### config.mk
export PLATFORM = sky130hd
export DESIGN_NAME = fetch_queue
export DESIGN_NICKNAME = d
export VERILOG_FILES = /design/src/rtl/fetch_queue.sv
export SDC_FILE = /design/constraint.sdc
export NUM_CORES = 1
export LEC_CHECK = 0
export ABC_AREA = 1
export CAP_MARGIN = 20
export CELL_PAD_IN_SITES_DETAIL_PLACEMENT = 0
export CELL_PAD_IN_SITES_GLOBAL_PLACEMENT = 1
export CORE_MARGIN = 5
export CORE_UTILIZATION = 35
export CTS_BUF_LIST = sky130_fd_sc_hd__clkbuf_4 sky130_fd_sc_hd__clkbuf_8
export DETAILED_ROUTE_END_ITERATION = 8
export PLACE_DENSITY_LB_ADDON = 0.2
export SLEW_MARGIN = 5
export SYNTH_ARGS = -nofsm -noshare
export SYNTH_HDL_FRONTEND = slang
export SYNTH_SLANG_ARGS = --single-unit
### constraint.sdc
create_clock -name clk -period 8.1 [get_ports clk]
set_input_delay 0.81 -clock clk [delete_from_list [all_inputs] [get_ports clk]]
set_output_delay 0.81 -clock clk [all_outputs]
set_load 0.1 [all_outputs]
### src/rtl/fetch_queue.sv
`default_nettype none
// ============================================================================
// Module      : fetch_queue
// Description : In-order circular instruction buffer between fetch and decode,
//               with valid/ready on both sides and single-cycle flush.
// Revision    : 1.0
// ============================================================================
module fetch_queue #(
    parameter int DEPTH = 4,
    parameter int XLEN  = 32
) (
    input  logic                       clk,
    input  logic                       reset,
    input  logic                       flush,
    input  logic                       in_valid,
    output logic                       in_ready,
    input  logic [XLEN-1:0]            in_instr,
    input  logic [XLEN-1:0]            in_pc,
    output logic                       out_valid,
    input  logic                       out_ready,
    output logic [XLEN-1:0]            out_instr,
    output logic [XLEN-1:0]            out_pc,
    output logic [$clog2(DEPTH):0]     count
);

    localparam int PTR_W = $clog2(DEPTH);
    localparam int CNT_W = PTR_W + 1;
    localparam logic [CNT_W-1:0] C_FULL = CNT_W'(DEPTH);

    logic [XLEN-1:0]  mem_instr_q [DEPTH];
    logic [XLEN-1:0]  mem_pc_q    [DEPTH];
    logic [PTR_W-1:0] head_q, head_d;
    logic [PTR_W-1:0] tail_q, tail_d;
    logic [CNT_W-1:0] count_q, count_d;
    logic             w_push;
    logic             w_pop;
    logic             w_empty;

    assign w_empty   = (count_q == '0);
    // in_ready is a pure function of state: no path from out_ready
    assign in_ready  = !reset && (count_q != C_FULL);
    assign out_valid = !reset && !flush && !w_empty;
    assign w_push    = in_valid && in_ready && !flush;
    assign w_pop     = out_valid && out_ready;

    assign out_instr = w_empty ? '0 : mem_instr_q[head_q];
    assign out_pc    = w_empty ? '0 : mem_pc_q[head_q];
    assign count     = count_q;

    always_comb begin
        head_d  = head_q;
        tail_d  = tail_q;
        count_d = count_q;
        if (flush) begin
            head_d  = '0;
            tail_d  = '0;
            count_d = '0;
        end else begin
            if (w_push) tail_d = tail_q + PTR_W'(1);
            if (w_pop)  head_d = head_q + PTR_W'(1);
            if (w_push && !w_pop)
                count_d = count_q + CNT_W'(1);
            else if (w_pop && !w_push)
                count_d = count_q - CNT_W'(1);
        end
    end

    always_ff @(posedge clk) begin
        if (reset) begin
            head_q  <= '0;
            tail_q  <= '0;
            count_q <= '0;
        end else begin
            head_q  <= head_d;
            tail_q  <= tail_d;
            count_q <= count_d;
        end
    end

    // Storage is deliberately left unreset; occupancy gates all reads
    always_ff @(posedge clk) begin
        if (w_push) begin
            mem_instr_q[tail_q] <= in_instr;
            mem_pc_q[tail_q]    <= in_pc;
        end
    end

endmodule
`default_nettype wire

==> results of run 1 <==
-- cell type report --
cell class	count	area (um^2)	area share, %
clock buffers	65	769	5.93
clock inverters	13	110	0.848
inverters	17	65.1	0.501
multi-input cells	496	2220	17.1
flip-flops and latches	265	7870	60.7
well taps	390	488	3.76
repair buffers	147	1460	11.2
-- logic make-up after synthesis --
| logic type | Yosys count | share of synthesized area, % |
|---|---|---|
| AOI/OAI and AO/OA | 197 | 9.46 |
| and+or+nand+nor | 292 | 10.6 |
| adders and majority gates | 6 | 0.793 |
| buffers and inverters | 65 | 3.52 |
| DFF | 265 | 75.5 |
| xor gates and xnor gates | 1 | 0.0841 |
-- power breakdown --
| group | switching (uW) | total, uW | internal [uW] | leakage [uW] |
|---|---|---|---|---|
| logic | 169 | 233 | 63.7 | 0.00147 |
| registers | 3.63 | 1520 | 1520 | 0.00239 |
| clock network | 499 | 1170 | 669 | 0.000461 |
| total | 672 | 2920 | 2250 | 0.00432 |
-- flip-flops by register name, indices dropped and copies added (netlist names), named ones only --
register and count:
mem_instr_q 128, mem_pc_q 128, count 3, head_q 2, tail_q 2
-- worst min-delay path, stage by stage, from the launching register on --
cell	delay (ns)
dfxtp_1	0.32
nand2_1	0.07
a21oi_1	0.08
-- placed cells by master (no fill, tap or decap), drive strengths merged --
cell / count
nand2: 15
o21ai: 130
clkdlybuf4s50: 137
clkbuf: 65
edfxtp: 256
nor2: 274
buf: 10
xor2: 1
bufinv: 2
clkinv: 10
ha: 5
dfxtp: 9
a21oi: 67
inv: 16
fa: 1
nand3: 2
nand4: 1
clkinvlp: 2
-- metrics by stage --
| stage | worst slack [ns] | area [um^2] |
|---|---|---|
| after floorplan | 3.30 | 10400 |
| after global placement | 3.61 | 12100 |
| after detailed placement | 3.55 | 12100 |
| after CTS | 2.96 | 13000 |
| after global routing | 2.68 | 13000 |
| final | 3.11 | 13000 |
-- synthesized netlist by cell type --
| library cell | n | area (um^2) |
|---|---|---|
| a21oi_1 | 67 | 335 |
| buf_1 | 3 | 11.3 |
| buf_2 | 14 | 70.1 |
| buf_4 | 6 | 45.0 |
| buf_6 | 11 | 124 |
| clkbuf_1 | 14 | 52.6 |
| dfxtp_1 | 9 | 180 |
| edfxtp_1 | 256 | 7690 |
| fa_1 | 1 | 20.0 |
| ha_1 | 5 | 62.6 |
| inv_1 | 15 | 56.3 |
| inv_2 | 2 | 7.51 |
| nand2_1 | 15 | 56.3 |
| nand3_1 | 2 | 10.0 |
| nand4_1 | 1 | 6.26 |
| nor2_1 | 273 | 1020 |
| nor2_4 | 1 | 11.3 |
| o21ai_0 | 121 | 606 |
| o21ai_1 | 9 | 45.0 |
| xor2_1 | 1 | 8.76 |
-- routing by layer --
| metal | vias up | share of wire (%) | track usage, % |
|---|---|---|---|
| met1 | 3153 | 45 | 18.2 |
| li1 | 3213 | - | - |
| met3 | 43 | 5.5 | 3.61 |
| met4 | 2 | 1.8 | 3.84 |
| met2 | 153 | 47 | 23.8 |
| met5 | - | 0.083 | 0 |
-- path summary, 6_finish.rpt --
check / end / start / slack, ns / depth (start not counted)
setup / recovery: out_pc[29] / flip-flop / 3.11 / 5
hold / removal: flip-flop / head_q[1] / 0.52 / 2
setup reg to reg: mem_instr_q[0][31] / count[0] / 5.07 / 7
hold reg to reg: flip-flop / head_q[1] / 0.52 / 2
==> results.rst, run 1 <==
.. list-table::
   :header-rows: 1

   * - Metric
     - Value
   * - Slew @ Worst Pin
     - 1.05 ns
   * - Arrival time at the worst endpoint
     - 4.18 ns
   * - Max stage delay on crit path
     - 1.00 ns
   * - Initial antenna violation count
     - 1
   * - Total number of H-tree levels
     - 2
   * - Unrepaired setup endpoints after global routing
     - no
   * - Final design utilization
     - 44.0%
   * - Starting density of the core
     - about 35%
   * - Static leakage power
     - 0.00432 uW
   * - Worst clock skew
     - ~0.035 ns
   * - Crit. End Element
     - primary output
   * - Post-synthesis net count
     - around 900
   * - Vias in the first global route
     - 6,612
   * - Routability congestion estimate from global placement
     - ~0.69
   * - Chip width
     - about 180 um
   * - Ys Warns
     - 0
   * - Pin count of the biggest net entering global routing
     - 73
   * - Cell count after synthesis
     - 826
   * - Count of antenna diodes in the layout
     - 0
   * - Count of unresolved DRC violations after routing
     - 0
   * - Total Power
     - 2920 uW
   * - Power Dens Cells
     - roughly 220 mW/mm^2
   * - Worst hold margin
     - between 0.5 and 0.6 ns
   * - Fraction of layout instances using a drive strength above 1
     - about 9.0%
   * - Run status
     - finished, final reports clean
   * - Tmin final
     - ~5 ns
   * - Height of the die
     - around 180 um
   * - Worst Path Required
     - between 7 and 8 ns
   * - Setup violations, final
     - 0
   * - Post-Route Setup TNS
     - 0 ns
   * - Total gr overflow
     - 0
   * - WL/cell
     - ~17 um
   * - Clock latency on the worst-skew pair
     - 0.56 ns
   * - Worst vdd ir
     - between 0.0001 and 0.00015 V
   * - Post-Synthesis Mean Instance Area
     - about 13 um^2
   * - Number of buffers inserted during clock tree synthesis
     - 44
   * - Number of flip-flops and latches in the synthesized netlist
     - ~270
   * - Kind of cell adding the most delay to the critical path
     - buffers and inverters
   * - Type of the worst min-delay path
     - reg -> reg
   * - Worst rel slew slack
     - between 20 and 30%
   * - Port bufs
     - between 100 and 150
   * - Crit path max-delay cell type
     - clkdlybuf4s50_1
   * - CTS root buf
     - clkbuf_8
   * - Drt pass-1 iters
     - 4
   * - Max-cap violations
     - 0
   * - Ordered list of cells on the worst path
     - clkinv_2 > buf_4 > o21ai_0 > a21oi_1 > clkdlybuf4s50_1
   * - CTS hold repair buffers
     - 0
   * - Critical path startpoint category
     - flip-flop
   * - Number of buffers inserted to repair setup after CTS
     - 0
   * - Total global routing track utilization
     - 14.1%
   * - Number of sinks driven by the clock tree
     - 265
   * - Site row count
     - between 60 and 70
   * - DRT antenna net count
     - 0
   * - CTS tree
     - yes
   * - Global-route wire length before repair
     - approximately 37,000 um
   * - Slew Viols, Final
     - 0
   * - Post-CTS resize count
     - 0
   * - Drt first-iter violations
     - ~340
   * - Clk pin slew, worst setup/hold paths
     - around 0.060 ns
   * - Number of nets at the end of the flow
     - 1,046
   * - Crit path kind
     - reg -> out
   * - Core Footprint
     - just under 0.03 mm^2
   * - Post-Synthesis Cell Area
     - 0.0104 mm^2
   * - Worst Path Buf+Inv
     - 3
   * - Count of different cell masters after synthesis
     - 20
   * - Post-DP HPWL
     - around 13,000 um
   * - Avg Vias per Cell
     - roughly 4.7
   * - Crit-path max FO
     - approximately 70
   * - Finished Layout Cells
     - 1,393
   * - Vias post-DR
     - between 6,000 and 7,000
   * - Ratio of final minimum period to clock period
     - roughly three fifths
   * - Longest Clk Path Bufs
     - 3
   * - Sum of routed wire length over all layers
     - approximately 24,000 um
   * - Area enclosed by the die boundary
     - around 0.033 mm^2
   * - Layout filler cell count
     - around 2,800
   * - Final number of hold-violating endpoints
     - 0
   * - Area delta synth->final
     - 24.6%
   * - Top-level port count
     - 138
   * - Portion of the post-synthesis area used by sequential elements
     - between 70 and 80%
   * - Maximum operating frequency
     - between 200 and 250 MHz
   * - Placed instance count
     - 1,315
No activity file was read; power rests on OpenSTA's default activity.
==> inputs of run 2 (changes only) <==
- clock period: 8.1 -> 4.4 ns (I/O delays scaled with it)
==> run 2 against run 1 <==
Against the previous run: first-iteration DRC count fell by 6.4%; largest power group unchanged; setup slack lost 1.9 ns; largest cell class unchanged; power up 80%; via count shrank 1.4%; utilization fell by 0.47 points; cell count is 0.14% higher; sequential power grew 84%; critical endpoint is now out_pc[6]; register-to-register slack worse by 2.9 ns.
==> results.rst, run 2 (synthesis gave the netlist of run 1 again) <==
.. list-table::
   :header-rows: 1

   * - Metric
     - Value
   * - Cell Int Power
     - 4030 uW (+79%)
   * - Max-cap violations
     - 0 (unchanged)
   * - Count of antenna diodes in the layout
     - 0 (unchanged)
   * - Static leakage power
     - 0.00447 uW (+3.4%)
   * - Core Footprint
     - 0.0295 mm^2 (unchanged)
   * - Global-route wire length before repair
     - 38,000 um (+3.3%)
   * - Longest Clk Path Bufs
     - 3 (unchanged)
   * - Reg-to-reg critical path startpoint
     - count[1]
   * - Sequential group share of total power
     - 53.2% (+1.2 points)
   * - Power Dens Cells
     - 410 mW/mm^2 (+82%)
   * - Crit-path max FO
     - 41 (-43%)
   * - Cell depth of the worst setup path
     - 5 (unchanged)
   * - Top-level port count
     - 138 (unchanged)
   * - Register-to-register setup slack
     - 2.13 ns (-2.94 ns)
   * - Worst Path Required
     - 3.96 ns (-3.33 ns)
   * - Worst Path Buf+Inv
     - 3 (unchanged)
   * - Global Route met2 Usage
     - 24.8% (+1.1 points)
   * - Slew Viols, Final
     - 0 (unchanged)
   * - Met3 usage in global routing
     - 3.47% (-0.14 points)
   * - Ordered list of cells on the worst path
     - clkinv_2 > buf_4 > o21ai_0 > a21oi_1 > buf_4
   * - Number of nets at the end of the flow
     - 1,051 (+0.48%)
   * - Number of buffers inserted to repair setup after CTS
     - 0 (unchanged)
   * - Number of sinks driven by the clock tree
     - 265 (unchanged)
   * - Port bufs
     - 137 (unchanged)
   * - Critical path startpoint category
     - flip-flop
   * - CTS root buf
     - clkbuf_8
   * - Starting density of the core
     - 35.3% (unchanged)
   * - Crit path max-delay cell type
     - dfxtp_4
   * - Most used cell, CP
     - buf_4
   * - Maximum operating frequency
     - slightly above 300 MHz
   * - Clk pin slew, worst setup/hold paths
     - 0.06 ns (about the same)
   * - Worst clock skew
     - 0.0146 ns (-0.0199 ns)
   * - Final number of hold-violating endpoints
     - 0 (unchanged)
   * - Crit. End Element
     - primary output
   * - CTS tree
     - yes
   * - Post-CTS resize count
     - 0 (unchanged)
   * - Area delta synth->final
     - 23.2%
   * - Switching share of power
     - 23.3% (+0.33 points)
   * - Setup violations, final
     - 0 (unchanged)
   * - CTS hold repair buffers
     - 0 (unchanged)
   * - Commonest non-fill, non-tap cells in the layout
     - nor2_1 (269), edfxtp_1 (256), o21ai_0 (121)
   * - Ratio of final minimum period to clock period
     - between 70% and 80%
   * - Unrepaired setup endpoints after global routing
     - no
   * - Max stage delay on crit path
     - 0.65 ns (-0.35 ns)
   * - Capturing instance or port of the critical path
     - out_pc[6]
   * - Height of the die
     - 183 um (unchanged)
   * - Layout filler cell count
     - 2,796 (+1.0%)
   * - Clock latency on the worst-skew pair
     - 0.54 ns (-0.02 ns)
   * - Chip width
     - 183 um (unchanged)
   * - Area enclosed by the die boundary
     - 0.0333 mm^2 (unchanged)
   * - Pin count of the biggest net entering global routing
     - 65 (-11%)
   * - R2R cell count
     - 7 (unchanged)
   * - Worst reg2reg endpoint
     - mem_pc_q[1][5]
   * - Drt pass-1 iters
     - 7 (+3)
   * - Run status
     - finished, final reports clean
   * - Fraction of layout instances using a drive strength above 1
     - 15.8% (+6.8 points)
   * - Routability congestion estimate from global placement
     - 0.679 (-1.4%)
   * - WL/cell
     - 17.5 um (+1.4%)
   * - Worst vdd ir
     - 0.000242 V (+82%)
   * - Number of buffers inserted during clock tree synthesis
     - 45 (+2.3%)
   * - Total global routing track utilization
     - 14.6% (+0.45 points)
   * - Share of power burned in combinational logic
     - 8.0% (about the same)
   * - Count of unresolved DRC violations after routing
     - 0 (unchanged)
   * - Switching pwr
     - 1230 uW (+83%)
   * - Final design utilization
     - 43.6% (-0.47 points)
   * - Vias post-DR
     - 6,473 (-1.4%)
   * - Met1 routing resource usage after global routing
     - 18.6% (+0.44 points)
   * - Most frequent standard cell in the layout excluding fill and tap cells
     - nor2_1
   * - Worst rel slew slack
     - 35.0% (+5.5 points)
   * - Initial antenna violation count
     - 2 (+1)
   * - Site row count
     - 63 (unchanged)
   * - Drt first-iter violations
     - 320 (-6.4%)
   * - Kind of cell adding the most delay to the critical path
     - buffers and inverters
   * - Worst hold margin
     - 0.516 ns (-0.00870 ns)
   * - Arrival time at the worst endpoint
     - 2.79 ns (-1.39 ns)
   * - Global-route layer with the greatest usage
     - met2
   * - Slew @ Worst Pin
     - 0.972 ns (-0.0832 ns)
   * - Part of the power in the clock network
     - 38.9% (-1.1 points)
   * - Total gr overflow
     - 0 (unchanged)
   * - DRT antenna net count
     - 0 (unchanged)
   * - Type of the worst min-delay path
     - reg -> reg
   * - Post-DP HPWL
     - 12,900 um (+0.16%)
   * - Total number of H-tree levels
     - 2 (unchanged)
   * - Sum of routed wire length over all layers
     - 24,500 um (+1.5%)
   * - Crit path kind
     - reg -> out
   * - Avg Vias per Cell
     - 4.64 (-1.5%)
   * - Vias in the first global route
     - 6,760 (+2.2%)
   * - Tmin final
     - ~3.2 ns
## run 2: cell types whose count changed in the layout (fill, tap and decap cells not counted), sizes merged
cell and change:
buf +68, bufinv -2, clkdlybuf4s50 -64, clkinv +1
clkinvlp -2, inv +1
## run 2: cell type report
cell class	instances	area, um^2	area share (%)
Tap cell	390	488	3.80
Timing Repair Buffer	151	1370	10.6
Clock inverter	11	52.6	0.409
Multi-Input combinational cell	496	2220	17.3
Inverter	17	65.1	0.507
Sequential cell	265	7870	61.3
Clock buffer	65	782	6.09
## run 2: how the worst min path moves through the flow
stage | start | endpoint | slack (ns) | cells past startpoint
after CTS | in_pc[31] | mem_pc_q[2][31] | 0.49 | 1
after global placement | tail_q[1] | tail_q[1] | 0.52 | 2
final | head_q[1] | flip-flop | 0.52 | 2
after detailed placement | tail_q[1] | tail_q[1] | 0.51 | 2
after floorplan | head_q[1] | flip-flop | 0.47 | 2
after global routing | in_pc[31] | mem_pc_q[3][31] | 0.51 | 1
## run 2: routing by layer
| layer | routed length [um] | part of all wire (%) | vias up |
|---|---|---|---|
| li1 | - | - | 3210 |
| met1 | 10900 | 45 | 3058 |
| met2 | 11700 | 48 | 152 |
| met3 | 1300 | 5.3 | 49 |
| met4 | 513 | 2.1 | 4 |
| met5 | 25 | 0.10 | - |
## run 2: stage by stage
stage               setup TNS (ns)  power [uW]  std cells  setup WS [ns]  area, um^2
CTS                              0        5360       1395           1.03       12800
finish                           0        5260       1395           1.17       12800
detailed placement               0        3270       1319           1.47       12000
global route                     0        5500       1395          0.917       12800
floorplan                  -103.35        3110        826         -0.404       10400
global placement                 0        3270       1319           1.48       12000
## run 2: worst register-to-register path, delay by kind of cell (launching register included)
family | cells | cell delay (ns)
DFF | 1 | 0.43
and+or+nand+nor | 5 | 0.82
buffers and inverters | 2 | 0.62
## run 2: power by group through the flow
stage / Sequential, uW / Combinational (uW) / Clock, uW
2_1_floorplan: 2860 / 256 / 0
3_3_place_gp: 2850 / 424 / 0
3_5_place_dp: 2850 / 425 / 0
4_1_cts: 2800 / 426 / 2130
5_1_grt: 2800 / 443 / 2260
6_report: 2800 / 419 / 2040
==> inputs of run 3 (changes only) <==
- clock period: 4.4 -> 3.3 ns (I/O delays scaled with it)
==> run 3 against run 2 <==
Against the previous run: via count fell by 0.22%; die area did not move; largest cell class unchanged; sequential cell count did not move; largest power group unchanged; first-iteration DRC count fell by 0.31%; routed wire length fell by 0.53%.
==> results.rst, run 3 (synthesis gave the netlist of run 1 again) <==
.. list-table::
   :header-rows: 1

   * - Metric
     - Value
   * - Run status
     - finished, final reports clean
   * - Initial antenna violation count
     - 0 (-2)
   * - Number of nets at the end of the flow
     - 1,053 (+0.19%)
   * - Crit path max-delay cell type
     - buf_12
   * - Commonest non-fill, non-tap cells in the layout
     - nor2_1 (269), edfxtp_1 (256), o21ai_0 (121)
   * - Static leakage power
     - 0.00466 uW (+4.2%)
   * - Number of buffers inserted during clock tree synthesis
     - 44 (-2.2%)
   * - Number of sinks driven by the clock tree
     - 265 (unchanged)
   * - Most frequent standard cell in the layout excluding fill and tap cells
     - nor2_1
   * - Top-level port count
     - 138 (unchanged)
   * - Slew @ Worst Pin
     - 0.970 ns (-0.00132 ns)
   * - Final number of hold-violating endpoints
     - 0 (unchanged)
   * - Area delta synth->final
     - 33.7%
   * - Post-DP HPWL
     - 14,000 um (+8.1%)
   * - Setup violations, final
     - 0 (unchanged)
   * - Starting density of the core
     - 35.3% (unchanged)
   * - Global-route wire length before repair
     - 37,700 um (-0.71%)
   * - Worst hold margin
     - 0.419 ns (-0.0971 ns)
   * - Area enclosed by the die boundary
     - 0.0333 mm^2 (unchanged)
   * - DRT antenna net count
     - 0 (unchanged)
   * - Sum of routed wire length over all layers
     - 24,300 um (-0.53%)
   * - Unrepaired setup endpoints after global routing
     - no
   * - Crit-path max FO
     - 128 (+210%)
   * - Total global routing track utilization
     - 14.5% (-0.086 points)
   * - Clock latency on the worst-skew pair
     - 0.55 ns (about the same)
   * - Ratio of final minimum period to clock period
     - approximately four fifths
   * - Crit. End Element
     - primary output
   * - Total Power
     - 7130 uW (+36%)
   * - Power Dens Cells
     - 512 mW/mm^2 (+25%)
   * - Vias in the first global route
     - 6,685 (-1.1%)
   * - Height of the die
     - 183 um (unchanged)
   * - Max stage delay on crit path
     - 0.48 ns (-0.17 ns)
   * - Worst vdd ir
     - 0.000222 V (-8.1%)
   * - Post-Route Setup TNS
     - 0 ns (unchanged)
   * - Slew Viols, Final
     - 0 (unchanged)
   * - Max-cap violations
     - 0 (unchanged)
   * - Total gr overflow
     - 0 (unchanged)
   * - Worst rel slew slack
     - 35.1% (+0.088 points)
   * - Total number of H-tree levels
     - 2 (unchanged)
   * - Fraction of layout instances using a drive strength above 1
     - 21.9% (+6.1 points)
   * - Arrival time at the worst endpoint
     - 2.33 ns (-0.46 ns)
   * - Chip width
     - 183 um (unchanged)
   * - Longest Clk Path Bufs
     - 3 (unchanged)
   * - Critical path startpoint category
     - flip-flop
   * - Drt pass-1 iters
     - 4 (-3)
   * - Ordered list of cells on the worst path
     - buf_12 > nor2_1 > nor2_1 > o21ai_0 > a21oi_1 > buf_12
   * - Area of the multi-input gates
     - 0.00244 mm^2 (+10%)
   * - CTS root buf
     - clkbuf_8
   * - Layout filler cell count
     - 2,659 (-4.9%)
   * - CTS hold repair buffers
     - 0 (unchanged)
   * - Avg Vias per Cell
     - 4.62 (-0.50%)
   * - Worst Path Required
     - 2.97 ns (-0.99 ns)
   * - Slack of the critical path
     - 0.640 ns (-0.528 ns)
   * - Vias post-DR
     - 6,459 (-0.22%)
   * - Routability congestion estimate from global placement
     - 0.720 (+6.0%)
   * - Tmin final
     - roughly 2.7 ns
   * - Count of unresolved DRC violations after routing
     - 0 (unchanged)
   * - Worst clock skew
     - 0.0177 ns (+0.00303 ns)
   * - Pin count of the biggest net entering global routing
     - 129 (+98%)
   * - CTS tree
     - yes
   * - Post-CTS resize count
     - 0 (unchanged)
   * - Clk pin slew, worst setup/hold paths
     - 0.06 ns (about the same)
   * - Count of antenna diodes in the layout
     - 0 (unchanged)
   * - Maximum operating frequency
     - 376 MHz
   * - Site row count
     - 63 (unchanged)
   * - Port bufs
     - 137 (unchanged)
   * - Drt first-iter violations
     - 319 (-0.31%)
   * - WL/cell
     - 17.4 um (-0.82%)
   * - Type of the worst min-delay path
     - in -> reg
   * - Core Footprint
     - 0.0295 mm^2 (unchanged)
   * - Number of buffers inserted to repair setup after CTS
     - 0 (unchanged)
   * - Place WS
     - 0.674 ns (-0.799 ns)
   * - Crit path kind
     - reg -> out
   * - Area taken by flip-flops and latches
     - 0.00788 mm^2 (about the same)
-- run 3: cell types whose count changed in the layout (fill, tap and decap cells not counted), moves of 2 or more --
cell,change
a21oi_1,-59
a21oi_2,+59
buf_12,+68
buf_4,-63
clkbuf_4,+2
clkdlybuf4s50_1,-2
clkinv_1,+3
clkinv_2,-4
clkinvlp_4,+2
-- run 3: stage by stage --
step | instances | utilization, % | instance area (um^2)
2_1_floorplan | 826 | - | 10700
3_3_place_gp | 1322 | 44.4 | 13100
3_5_place_dp | 1322 | 44.4 | 13100
4_1_cts | 1399 | 47.3 | 13900
5_1_grt | 1399 | 47.3 | 13900
6_report | 1399 | 47.3 | 13900
-- run 3: area by class of cell --
type                    instances  area share, %
flip-flops and latches        265           56.5
inverters                      17          0.485
clock inverters                11          0.359
clock buffers                  66           5.62
multi-input cells             496           17.5
repair buffers                154           16.0
well taps                     390           3.50
-- run 3: critical path: cells and delay by family (launching register included) --
kind            cells  cell delay (ns)
compound gates      2             0.49
simple gates        2             0.19
buf+inv             2             0.71
flops               1             0.36
-- run 3: worst paths after layout --
| check | slack [ns] | cells past startpoint | endpoint | from |
|---|---|---|---|---|
| worst min-delay path | 0.42 | 3 | flip-flop | out_ready |
| worst min register to register | 0.49 | 2 | flip-flop | head_q[1] |
| worst max-delay path | 0.64 | 6 | out_instr[31] | flip-flop |
| worst max register to register | 1.16 | 7 | mem_instr_q[3][26] | count[0] |
-- run 3: metal layers --
layer	wire length (um)	part of all wire [%]	track usage, %	up-vias
li1	-	-	-	3219
met1	10700	44	18.6	3068
met2	12100	50	24.7	142
met3	1170	4.8	3.27	30
met4	386	1.6	3.96	0
met5	0	0	0	-
-- run 3: power by group --
| part | switching [uW] | total, uW | internal, uW |
|---|---|---|---|
| Sequential | 7.61 | 3730 | 3720 |
| Clock | 1210 | 2720 | 1510 |
| Combinational | 450 | 689 | 239 |
| Total | 1670 | 7130 | 5470 |
